===== config.mk =====
export PLATFORM = sky130hd
export DESIGN_NAME = cv32e40p_ft_recovery_ctrl
export DESIGN_NICKNAME = d
export VERILOG_FILES = /design/src/rtl/cv32e40p_ft_recovery_ctrl.sv
export SDC_FILE = /design/constraint.sdc
export NUM_CORES = 1
export LEC_CHECK = 0
export ABC_AREA = 1
export BUFFER_PORTS_ARGS = -buffer_cell sky130_fd_sc_hd__buf_4
export CORE_MARGIN = 3
export CORE_UTILIZATION = 32
export DETAILED_ROUTE_END_ITERATION = 8
export MAX_ROUTING_LAYER = met4
export PLACE_DENSITY = 0.59
export SYNTH_ARGS = -nofsm -noshare
export SYNTH_HDL_FRONTEND = slang
export SYNTH_SLANG_ARGS = --single-unit

===== constraint.sdc =====
create_clock -name clk -period 4.4 [get_ports clk]
set_clock_uncertainty 0.2 [all_clocks]
set_input_delay 0.44 -clock clk [delete_from_list [all_inputs] [get_ports clk]]
set_output_delay 0.44 -clock clk [all_outputs]
set_load 0.01 [all_outputs]

===== src/rtl/cv32e40p_ft_recovery_ctrl.sv =====
// Recovery scheduler for a triplicated fault-tolerant unit: stalls the pipeline,
// clears and probates a broken replica, and disables replicas that keep failing.
module cv32e40p_ft_recovery_ctrl #(
   parameter int unsigned RECOVER_CYCLES   = 16,
   parameter int unsigned PROBATION_CYCLES = 256,
   parameter int unsigned MAX_RETRIES      = 2,
   parameter int unsigned CNT_W            = 16
) (
   input  logic             clk,
   input  logic             rst,
   input  logic [2:0]       is_broken_i,
   input  logic             err_detected_i,
   input  logic             stall_ack_i,
   output logic             stall_req_o,
   output logic [2:0]       clear_broken_o,
   output logic [2:0]       set_broken_o,
   output logic             fatal_o,
   output logic             busy_o,
   output logic [CNT_W-1:0] err_count_o
);

   localparam int unsigned WIN_MAX = (RECOVER_CYCLES > PROBATION_CYCLES) ? RECOVER_CYCLES
                                                                          : PROBATION_CYCLES;
   localparam int unsigned TW = $clog2(WIN_MAX);
   localparam int unsigned RW = $clog2(MAX_RETRIES + 1);
   localparam logic [TW-1:0] RECOVER_LOAD   = TW'(RECOVER_CYCLES - 1);
   localparam logic [TW-1:0] PROBATION_LOAD = TW'(PROBATION_CYCLES - 1);
   localparam logic [RW-1:0] RETRY_LIMIT    = RW'(MAX_RETRIES);

   typedef enum logic [2:0] {IDLE, REQ, RECOVER, CLEAR, PROBATION, FATAL} state_t;

   state_t               state, state_nx;
   logic [TW-1:0]        cnt, cnt_nx;
   logic [1:0]           target, target_nx;
   logic [2:0][RW-1:0]   retry, retry_nx;
   logic [RW-1:0]        retry_inc;
   logic [2:0]           set_broken_nx;
   logic [2:0]           bad;
   logic [2:0]           cand;
   logic                 fatal_cond;

   always_comb begin
      state_nx      = state;
      cnt_nx        = cnt;
      target_nx     = target;
      retry_nx      = retry;
      set_broken_nx = set_broken_o;
      bad           = is_broken_i | set_broken_o;
      cand          = is_broken_i & ~set_broken_o;
      fatal_cond    = (bad[0] & bad[1]) | (bad[0] & bad[2]) | (bad[1] & bad[2]);
      retry_inc     = retry[target] + RW'(1);

      case (state)
         IDLE: begin
            if (cand != 3'b000) begin
               state_nx = REQ;
               if (cand[0])      target_nx = 2'd0;
               else if (cand[1]) target_nx = 2'd1;
               else              target_nx = 2'd2;
            end
         end
         REQ: begin
            if (stall_ack_i) begin
               state_nx = RECOVER;
               cnt_nx   = RECOVER_LOAD;
            end
         end
         RECOVER: begin
            if (cnt == '0) state_nx = CLEAR;
            else           cnt_nx   = cnt - TW'(1);
         end
         CLEAR: begin
            state_nx = PROBATION;
            cnt_nx   = PROBATION_LOAD;
         end
         PROBATION: begin
            // the first probation cycle still sees the pre-clear monitor flag
            if ((cnt != PROBATION_LOAD) && is_broken_i[target]) begin
               retry_nx[target] = retry_inc;
               if (retry_inc == RETRY_LIMIT) begin
                  set_broken_nx[target] = 1'b1;
                  state_nx              = IDLE;
               end else begin
                  state_nx = REQ;
               end
            end else if (cnt == '0) begin
               retry_nx[target] = '0;
               state_nx         = IDLE;
            end else begin
               cnt_nx = cnt - TW'(1);
            end
         end
         FATAL:   state_nx = FATAL;
         default: state_nx = IDLE;
      endcase

      // fatal overrides every transition above and freezes all bookkeeping
      if (fatal_cond) begin
         state_nx      = FATAL;
         cnt_nx        = cnt;
         target_nx     = target;
         retry_nx      = retry;
         set_broken_nx = set_broken_o;
      end
   end

   always_ff @(posedge clk) begin
      if (rst) begin
         state          <= IDLE;
         cnt            <= '0;
         target         <= '0;
         retry          <= '0;
         stall_req_o    <= 1'b0;
         clear_broken_o <= '0;
         set_broken_o   <= '0;
         fatal_o        <= 1'b0;
         busy_o         <= 1'b0;
         err_count_o    <= '0;
      end else begin
         state          <= state_nx;
         cnt            <= cnt_nx;
         target         <= target_nx;
         retry          <= retry_nx;
         set_broken_o   <= set_broken_nx;
         stall_req_o    <= (state_nx == REQ) || (state_nx == RECOVER) || (state_nx == CLEAR);
         clear_broken_o <= (state_nx == CLEAR) ? (3'b001 << target_nx) : 3'b000;
         busy_o         <= (state_nx != IDLE) && (state_nx != FATAL);
         fatal_o        <= (state_nx == FATAL);
         if (err_detected_i && (err_count_o != '1))
            err_count_o <= err_count_o + CNT_W'(1);
      end
   end

endmodule


---- Word-level counts from Yosys, hierarchy flattened ----
Index checks and enable logic that the tools add are counted.
Widths: inputs -> output; s select.
storage, ports and cells
  bits of input ports ..................... 7
  memories kept ........................... 0
  register bits after elaboration ......... 44
  bits in writable memories ............... 0
  latch bits .............................. 0
  memory bits (read-only) ................. 0
operators by class
  mux-type cells .......................... 28
  $lt $le $gt $ge ......................... 2
  bitwise logic cells ..................... 13
  reductions and logical operators ........ 16
  equality and inequality tests ........... 15
  div/mod/pow operators ................... 0
  shifts and indexed selects .............. 1
  multipliers ............................. 0
  add/subtract/negate cells ............... 3
operators by type and width
  operator               count
  $pmux 8 s4             1
  $mux 8                 3
  $mux 3                 6
  $pmux 3 s6             1
  $add 16x1->16 const B  1
  $ne 16x16->1 const B   1
  $mux 2                 7
  $eq 3x2->1 const B     4
  $mux 6                 2
  $eq 3x3->1 const B     3
  $logic_not 8->1        1
  $ne 8x8->1 const B     1
  $reduce_and 4->1       2
  $sub 8x1->8 const B    1
  $and 6x6->6            1
  $bwmux 6               1
  $eq 3x1->1 const B     2
  $not 6->6              1
  $or 3x3->3             2
  $reduce_bool 3->1      2
  $bmux 2 s2             1
  $demux 2 s2            1
  $logic_and 1x1->1      4
  $ne 2x2->1 const B     2
  20 further kinds       27

---- Longest topological paths before layout ----
Gate-level depths: netlist (run 1).
  depth after elaboration ................. 11
  mapped depth ............................ 11

---- Least setup slack after synthesis (run 1) ----
OpenSTA, ideal clock, no wires.
  path type ............................... reg-to-reg
  start point ............................. register err_count_o[0]
  end point ............................... register err_count_o[11]
  period minus slack after synthesis ...... 1.738 ns
  data required time ...................... 4.068 ns
  arrival ................................. 1.405 ns
  stages on the path, launching flop included .. 10
  setup time .............................. 0.132 ns
  path slack .............................. 2.662 ns
  path buffers ............................ 1
  cells stage by stage .................... dfxtp_1 > ha_1 > inv_1 > nor2_2 > nand3_2 > nand2_2 > nand2_4 > buf_2 > nand2_1 > a21oi_1
between the ends
  cells in the longest elaborated chain, start to end .. 2
  elaborated cells on any way between the ends .. 3
  classes of those cells .................. 1 x add/sub; 1 x eq/ne; 1 x reduce/logical
ends and longest elaborated chain
  item                                                   RTL line  text
  start, declared                                        19        output logic [CNT_W-1:0] err_count_o
  start signal, assigned                                 130       err_count_o <= err_count_o + CNT_W'(1);
  branches (longest 2 deep; another with $add 16x1->16)  --
Parallel ways; which one is timed is not known.
A chain may end at the register's enable or synchronous reset.

---- Worst setup path in the final report (run 1) ----
  start point ............................. register target[1]
  end point ............................... register busy_o
between the ends
  cells in the longest elaborated chain, start to end .. 10
  elaborated cells on any way between the ends .. 14
  classes of those cells .................. 1 x add/sub; 2 x eq/ne; 8 x mux; 3 x reduce/logical
ends and longest elaborated chain
  item                                             RTL line  text
  start, declared                                  34        logic [1:0] target, target_nx;
  start signal, assigned                           122       target <= target_nx;
  $bmux 2 s2                                       51        retry_inc = retry[target] + RW'(1);
  $mux 2 (implied by the code)                     51
  $add 2x1->2                                      51
  $eq 2x2->1                                       80        if (retry_inc == RETRY_LIMIT) begin
  $mux 1                                           80
  $mux 3 (*)                                       78        if ((cnt != PROBATION_LOAD) && is_broken_i[target]) begin
  $pmux 3 s6 (*)                                   53        case (state)
  $mux 3 (*)                                       98        if (fatal_cond) begin
  $ne 3x3->1 or $reduce_bool 3->1 (tied branches)  127       busy_o <= (state_nx != IDLE) && (state_nx != FATAL);
  $logic_and 1x1->1 (*)                            127
  end signal, assigned                             127
  end, declared                                    18        output logic busy_o,
Every way passes the cells marked *; elsewhere a longest branch is shown, timed or not. The select of a mux whose other input is x is not followed.

==> results.cfg, run 1 <==
[logic_synthesis]
synth_cell_type_count = 28
postSynthNetCount = 416
yosys_most_used_dff = dfxtp_1
synth_fa_ha_area_frac = 0.0191
synth.area.mux_share = 0
synthCells = 405
number_of_synthesized_register_bits = 44
synth_compound_gate_area_share = 0.0856
synth.cell_area_um2 = 2620
ys_warn_count = 0
synth_async_sr_flop_share = 0
synth_xor_area_frac = 0.0234
synth_edf_count = 0
synth_top_family_by_area = simple AND/OR/NAND/NOR gates
post_synthesis_simple_gate_area_fraction = 0.448
synth.top_cell.area_share = 0.337
cell_types_with_the_largest_area_share_after_synthesis = dfxtp_1 34%, nand2_1 17%, nor2_1 7.5%
synth-seq-area-share = 0.337
yosysTopAreaCell = dfxtp_1
synthesis.area_per_instance_um2 = 6.46

[critical_path]
critPathKind = register to register
timing.critical_path.slowest_cell_delay_ps = 440
worstSetupStartpointType = register
max_fo_critical_path = 5
arrival_time_of_data_at_the_critical_path_endpoint_ps = 2070
end_kind = register
timing.critical_path.cells = inv_2, nor2_1, nand2_1, o211ai_1, ha_1, inv_1, nand4_1, nand4_1, nand2_1, nand2_1
path_common_cell = nand2_1
cp.required_ps = 4380
crit_path_top_delay_cell = dfxtp_1

[grt]
gr-total-overflow = 0
first_global_vias = 2317
grt_first_pass_wirelength_um = 10800
grt_start_max_net_pins = 27
antenna_found_initial = 0
global_route.usage.total = 0.151

[clock_network]
clock_insertion_delay_at_the_later_pin_of_the_skew_report_ps = 300
cts_root_buf = clkbuf_8
cts_hold_buf = 0
ctsLongestPathBuffers = 2
post_cts_buffers = 0
cts_htree_levels = 2
tritoncts = built
cts_sinks = 44
path_clk_slew_ps = 80
post_cts_resized = 0
cts_inserted_buffers = 5

[timing]
setup_repair_after_global_routing_missed_its_margin = false
finalHoldViolCount = 0
period_minus_slack_ps = 2090
fmax_mhz = 480
timing.slew.headroom = 0.676
layout_worst_path_cycle_share = 0.474
pins_over_slew_limit = 0
fin_worst_hold_slack_ps = 276
finalSetupTns_ps = 0
report.final.setup_viol = 0
worst-slew-pin-transition_ps = 485

[finish]
synthToLayoutAreaGrowth_pct = 16.2
n_antenna_cell = 0
final_cells = 539
final_core_util = 0.388
fillCellCount = 889
layout.cells.most_common_list = 121 x nand2_1, 52 x nor2_1, 44 x dfxtp_1
drive_above_1_share = 0.174
final_common_cell = nand2_1
design.final.nets = 447

[detailed_routing]
viasPerCell = 4.83
drc = 0
first_pass_iters = 4
via_count = 2604
dr.first_iter.drc_count = 71
wire_per_inst_um = 12.1
postRouteAntennaNets = 0
wl_um = 6540

[floorplan]
std_cell_rows = 32
io_pins = 32
fp.dieH_um = 96.4
die_w_um = 96.4
floorplan.initialDensity = 0.334
floorplan.die_area_um2 = 9300
coreArea_um2 = 7850

[pwr]
power_density_nw_per_um2 = 315
irDropWorstVdd_v = 0.000151
power_leakage_uw = 0.00136

[placed_design]
placed_cells_incl_taps = 531
gp_congestion = 0.901
port_buffers = 31
post-dp-hpwl_um = 4950

[flow_run]
maxCapViolCount = 0

[run_status]
status = complete, no violations

[worst_hold_path]
hold_path.class = register to register
-- per-layer routing --
layer,part of all wire,global-route usage
met3,0.044,0.0287
met2,0.47,0.239
met4,0.018,0.0479
met1,0.47,0.195
met5,0,-
-- sequential cells by signal, summed over array words and instances (netlist names) --
| register | cells |
|---|---|
| fatal_o | 1 |
| retry | 6 |
| set_broken_o | 3 |
| err_count_o | 16 |
| target | 2 |
| clear_broken_o | 3 |
| state | 3 |
| cnt | 8 |
| stall_req_o | 1 |
| busy_o | 1 |
-- report_power, final --
group / switching (µW) / internal, µW
clock: 140 / 169
combinational: 139 / 71.9
sequential: 20.9 / 418
-- cells by family after synthesis --
| family | Yosys count |
|---|---|
| AND/OR/NAND/NOR | 254 |
| buffers and inverters | 56 |
| flip-flops | 44 |
| AO/OA/AOI/OAI | 40 |
| XOR/XNOR | 7 |
| adder cells (fa/ha/maj) | 4 |
-- Yosys cell counts, types with 2 or more instances --
| master | n |
|---|---|
| ha_1 | 4 |
| nor3_1 | 8 |
| buf_2 | 2 |
| a21oi_1 | 24 |
| dfxtp_1 | 44 |
| xor2_1 | 4 |
| xnor2_1 | 3 |
| nand2_4 | 2 |
| nand3_1 | 32 |
| clkbuf_1 | 3 |
| nand2_2 | 8 |
| inv_2 | 8 |
| o21ai_0 | 10 |
| inv_1 | 41 |
| nand2_1 | 121 |
| nor2_1 | 52 |
| nand4_1 | 13 |
| buf_6 | 2 |
| nor2_4 | 4 |
| nor2_2 | 7 |
| nand3_2 | 6 |
-- per-stage QoR --
step / total power (µW) / cell area, µm² / setup WS [ps]
after floorplan: 607 / 2620 / 2660
after global placement: 655 / 2930 / 2350
after detailed placement: 658 / 2930 / 2330
after CTS: 973 / 3040 / 2310
after global routing: 1020 / 3040 / 2060
final: 958 / 3040 / 2310
-- final timing paths --
check | start | endpoint | slack, ps | depth (start not counted)
worst min-delay path | retry[3] | retry[3] | 280 | 2
worst max register to register | target[1] | busy_o | 2310 | 10
worst max-delay path | target[1] | busy_o | 2310 | 10
worst min register to register | retry[3] | retry[3] | 280 | 2
-- area by class of cell --
type                       instances  area, µm²  share of cell area
multi-input combinational        305       1510               0.496
sequential                        44        881               0.290
timing repair buffer              31        233              0.0765
inverter                          49        184              0.0605
tap                              102        128              0.0420
clock buffer                       6       72.6              0.0239
clock inverter                     2       35.0              0.0115
-- worst max-delay path: cells and delay by family (launching register included) --
family / cells / cell delay (ps)
AO/OA/AOI/OAI: 1 / 140
adder cells (fa/ha/maj): 1 / 250
AND/OR/NAND/NOR: 6 / 790
buffers and inverters: 2 / 160
flip-flops: 1 / 440
(Power assumes the default switching activity.)
==> inputs of run 2 (changes only) <==
PLACE_DENSITY = 0.61   (was 0.59)
clock period = 1.91 ns   (was 4.4 ns; I/O delays follow)
==> run 2 against run 1 <==
Maximum frequency rose by 16%. Hold slack got worse by 120 ps. Non-clock buffer count rose by 25. Setup slack worse by 2200 ps. Critical path depth is the same. Sequential cell count stayed put. Register-to-register slack lost 2200 ps. Sequential power grew 130%. Core utilization is 2.5 points higher. Routed wire length fell by 0.38%. Global-route usage up 0.39 points. Combinational power increased to 2.6 times the previous value.
==> results.cfg, run 2 (synthesized netlist as in run 1, its figures left out) <==
[pwr]
power_leakage_uw = 0.00148
power_frac_comb = 0.254
power.share.switching = 0.326
power_density_nw_per_um2 = 671
netSwitchingPower_uw = 708
internal_power_uw = 1470
power_frac_seq = 0.460
pwr-share-clk = 0.287
total_power_uw = 2180
irDropWorstVdd_v = 0.000268

[critical_path]
critPathKind = register to register
crit_path_top_delay_cell = dfxtp_1
timing.critical_path.cells = inv_1, ha_1, nand2_1, nor2_2, nand2_1, nor2_1, nor2_1, nand2_1, nand3_1, nor2_1
cp.required_ps = 1900
timing.critical_path.slowest_cell_delay_ps = 370
reg_to_reg_slack_setup_ps = 110
worstSetupStartpointType = register
reg2reg_to = clear_broken_o[0]
reg2reg_depth = 10
end_kind = register
launching_point_of_the_worst_reg2reg_path = cnt[0]
arrival_time_of_data_at_the_critical_path_endpoint_ps = 1790
max_fo_critical_path = 3

[floorplan]
fp.dieH_um = 96.4
floorplan.initialDensity = 0.334
coreArea_um2 = 7850
die_w_um = 96.4
io_pins = 32
floorplan.die_area_um2 = 9300
std_cell_rows = 32

[grt]
grt_start_max_net_pins = 17
antenna_found_initial = 0
first_global_vias = 2541
global_route.usage.total = 0.155
gr-total-overflow = 0
grt_first_pass_wirelength_um = 11300

[worst_hold_path]
hold_path.class = primary input to register
timing.hold.worst_endpoint = target[0]
worst_hold_path.num_cells = 6
hold_path.startpoint = is_broken_i[0]

[timing]
worst-slew-pin-transition_ps = 452
pins_over_slew_limit = 0
fmax_mhz = 557
period_minus_slack_ps = 1800
layout_worst_path_cycle_share = 0.940
finalHoldViolCount = 0
setup_repair_after_global_routing_missed_its_margin = true
finalSetupTns_ps = 0
timing.slew.headroom = 0.696
report.final.setup_viol = 0

[run_status]
status = complete, no violations

[finish]
regMostFlops = err_count_o
drive_above_1_share = 0.227
largest_register_ffs = 16
synthToLayoutAreaGrowth_pct = 23.8
fillCellCount = 865
layout.cells.most_common_list = 120 x nand2_1, 55 x buf_4, 50 x nor2_1
top_regs = err_count_o: 16 flops, cnt: 8 flops, retry: 6 flops
n_antenna_cell = 0
design.final.nets = 472
final_common_cell = nand2_1

[clock_network]
cts_root_buf = clkbuf_8
post_cts_buffers = 0
cts_sinks = 44
clock_insertion_delay_at_the_later_pin_of_the_skew_report_ps = 300
path_clk_slew_ps = 80
ctsLongestPathBuffers = 2
cts_htree_levels = 2
cts_inserted_buffers = 5
tritoncts = built

[detailed_routing]
wire_per_inst_um = 11.6
first_pass_iters = 4
dr.first_iter.drc_count = 119
drc = 0
wl_um = 6520
postRouteAntennaNets = 0
via_count = 2687
viasPerCell = 4.76

[placed_design]
gp_congestion = 0.899
post-dp-hpwl_um = 5090
port_buffers = 31

[flow_run]
maxCapViolCount = 0
==> run 2: cell types whose count changed in the layout (fill, tap and decap cells not counted), moves of 2 or more <==
cell and delta:
dfxtp_1 -2, buf_4 +24, dfxtp_2 +2, nor2_1 -2
nor2_2 +2
==> run 2: worst max-delay path: cells and delay by family, from the launching register on <==
kind          cells  cell delay [ps]
fa+ha+maj         1              220
simple gates      8              850
flops             1              370
buf+inv           1               70
==> run 2: cell type report <==
type                    count  area [µm²]  area share
repair buffers             56         423       0.131
well taps                 102         128      0.0394
inverters                  49         189      0.0583
multi-input cells         305        1520       0.470
flip-flops and latches     44         883       0.273
clock inverters             1        7.51     0.00232
clock buffers               7        86.3      0.0266
==> run 2: power groups by stage <==
stage          combinational, µW  clock (µW)  sequential [µW]
6_report                     552         623             1000
5_1_grt                      629         691             1010
4_1_cts                      545         657             1000
3_5_place_dp                 540           0             1020
3_3_place_gp                 530           0             1020
2_1_floorplan                372           0             1030
==> run 2: worst max-delay path by stage <==
stage,startpoint,to,slack (ps)
2_1_floorplan,err_count_o[0],err_count_o[11],170
3_3_place_gp,target[1],busy_o,70
3_5_place_dp,target[1],retry[5],40
4_1_cts,target[1],retry[5],5
5_1_grt,cnt[0],retry[0],-20
6_report,cnt[0],clear_broken_o[0],110
==> run 2: metrics by stage <==
| step | worst slack, ps | instance area (µm²) | std cells | hold slack, ps | util |
|---|---|---|---|---|---|
| detailed placement | 40.8 | 3110 | 555 | 278 | 0.397 |
| CTS | 4.97 | 3220 | 564 | 143 | 0.410 |
| floorplan | 172 | 2620 | 405 | 245 | - |
| global route | -19.9 | 3240 | 564 | 178 | 0.413 |
| global placement | 71.0 | 3110 | 555 | 267 | 0.397 |
| finish | 114 | 3240 | 564 | 160 | 0.413 |
==> run 2: metal layers <==
| layer | routed length [µm] | vias up | share of wire | global-route usage |
|---|---|---|---|---|
| li1 | - | 1411 | - | - |
| met1 | 2940 | 1208 | 0.45 | 0.187 |
| met2 | 3200 | 60 | 0.49 | 0.264 |
| met3 | 319 | 8 | 0.049 | 0.0325 |
| met4 | 55 | 0 | 0.0084 | 0.0397 |
| met5 | 0 | - | 0 | - |
==> run 2: what timing repair did <==
item / CTS / global route
setup endpoints to repair: 0 / 24
hold endpoints to repair: 8 / 0
hold buffers: 1 / 0
gates resized for setup: 0 / 9
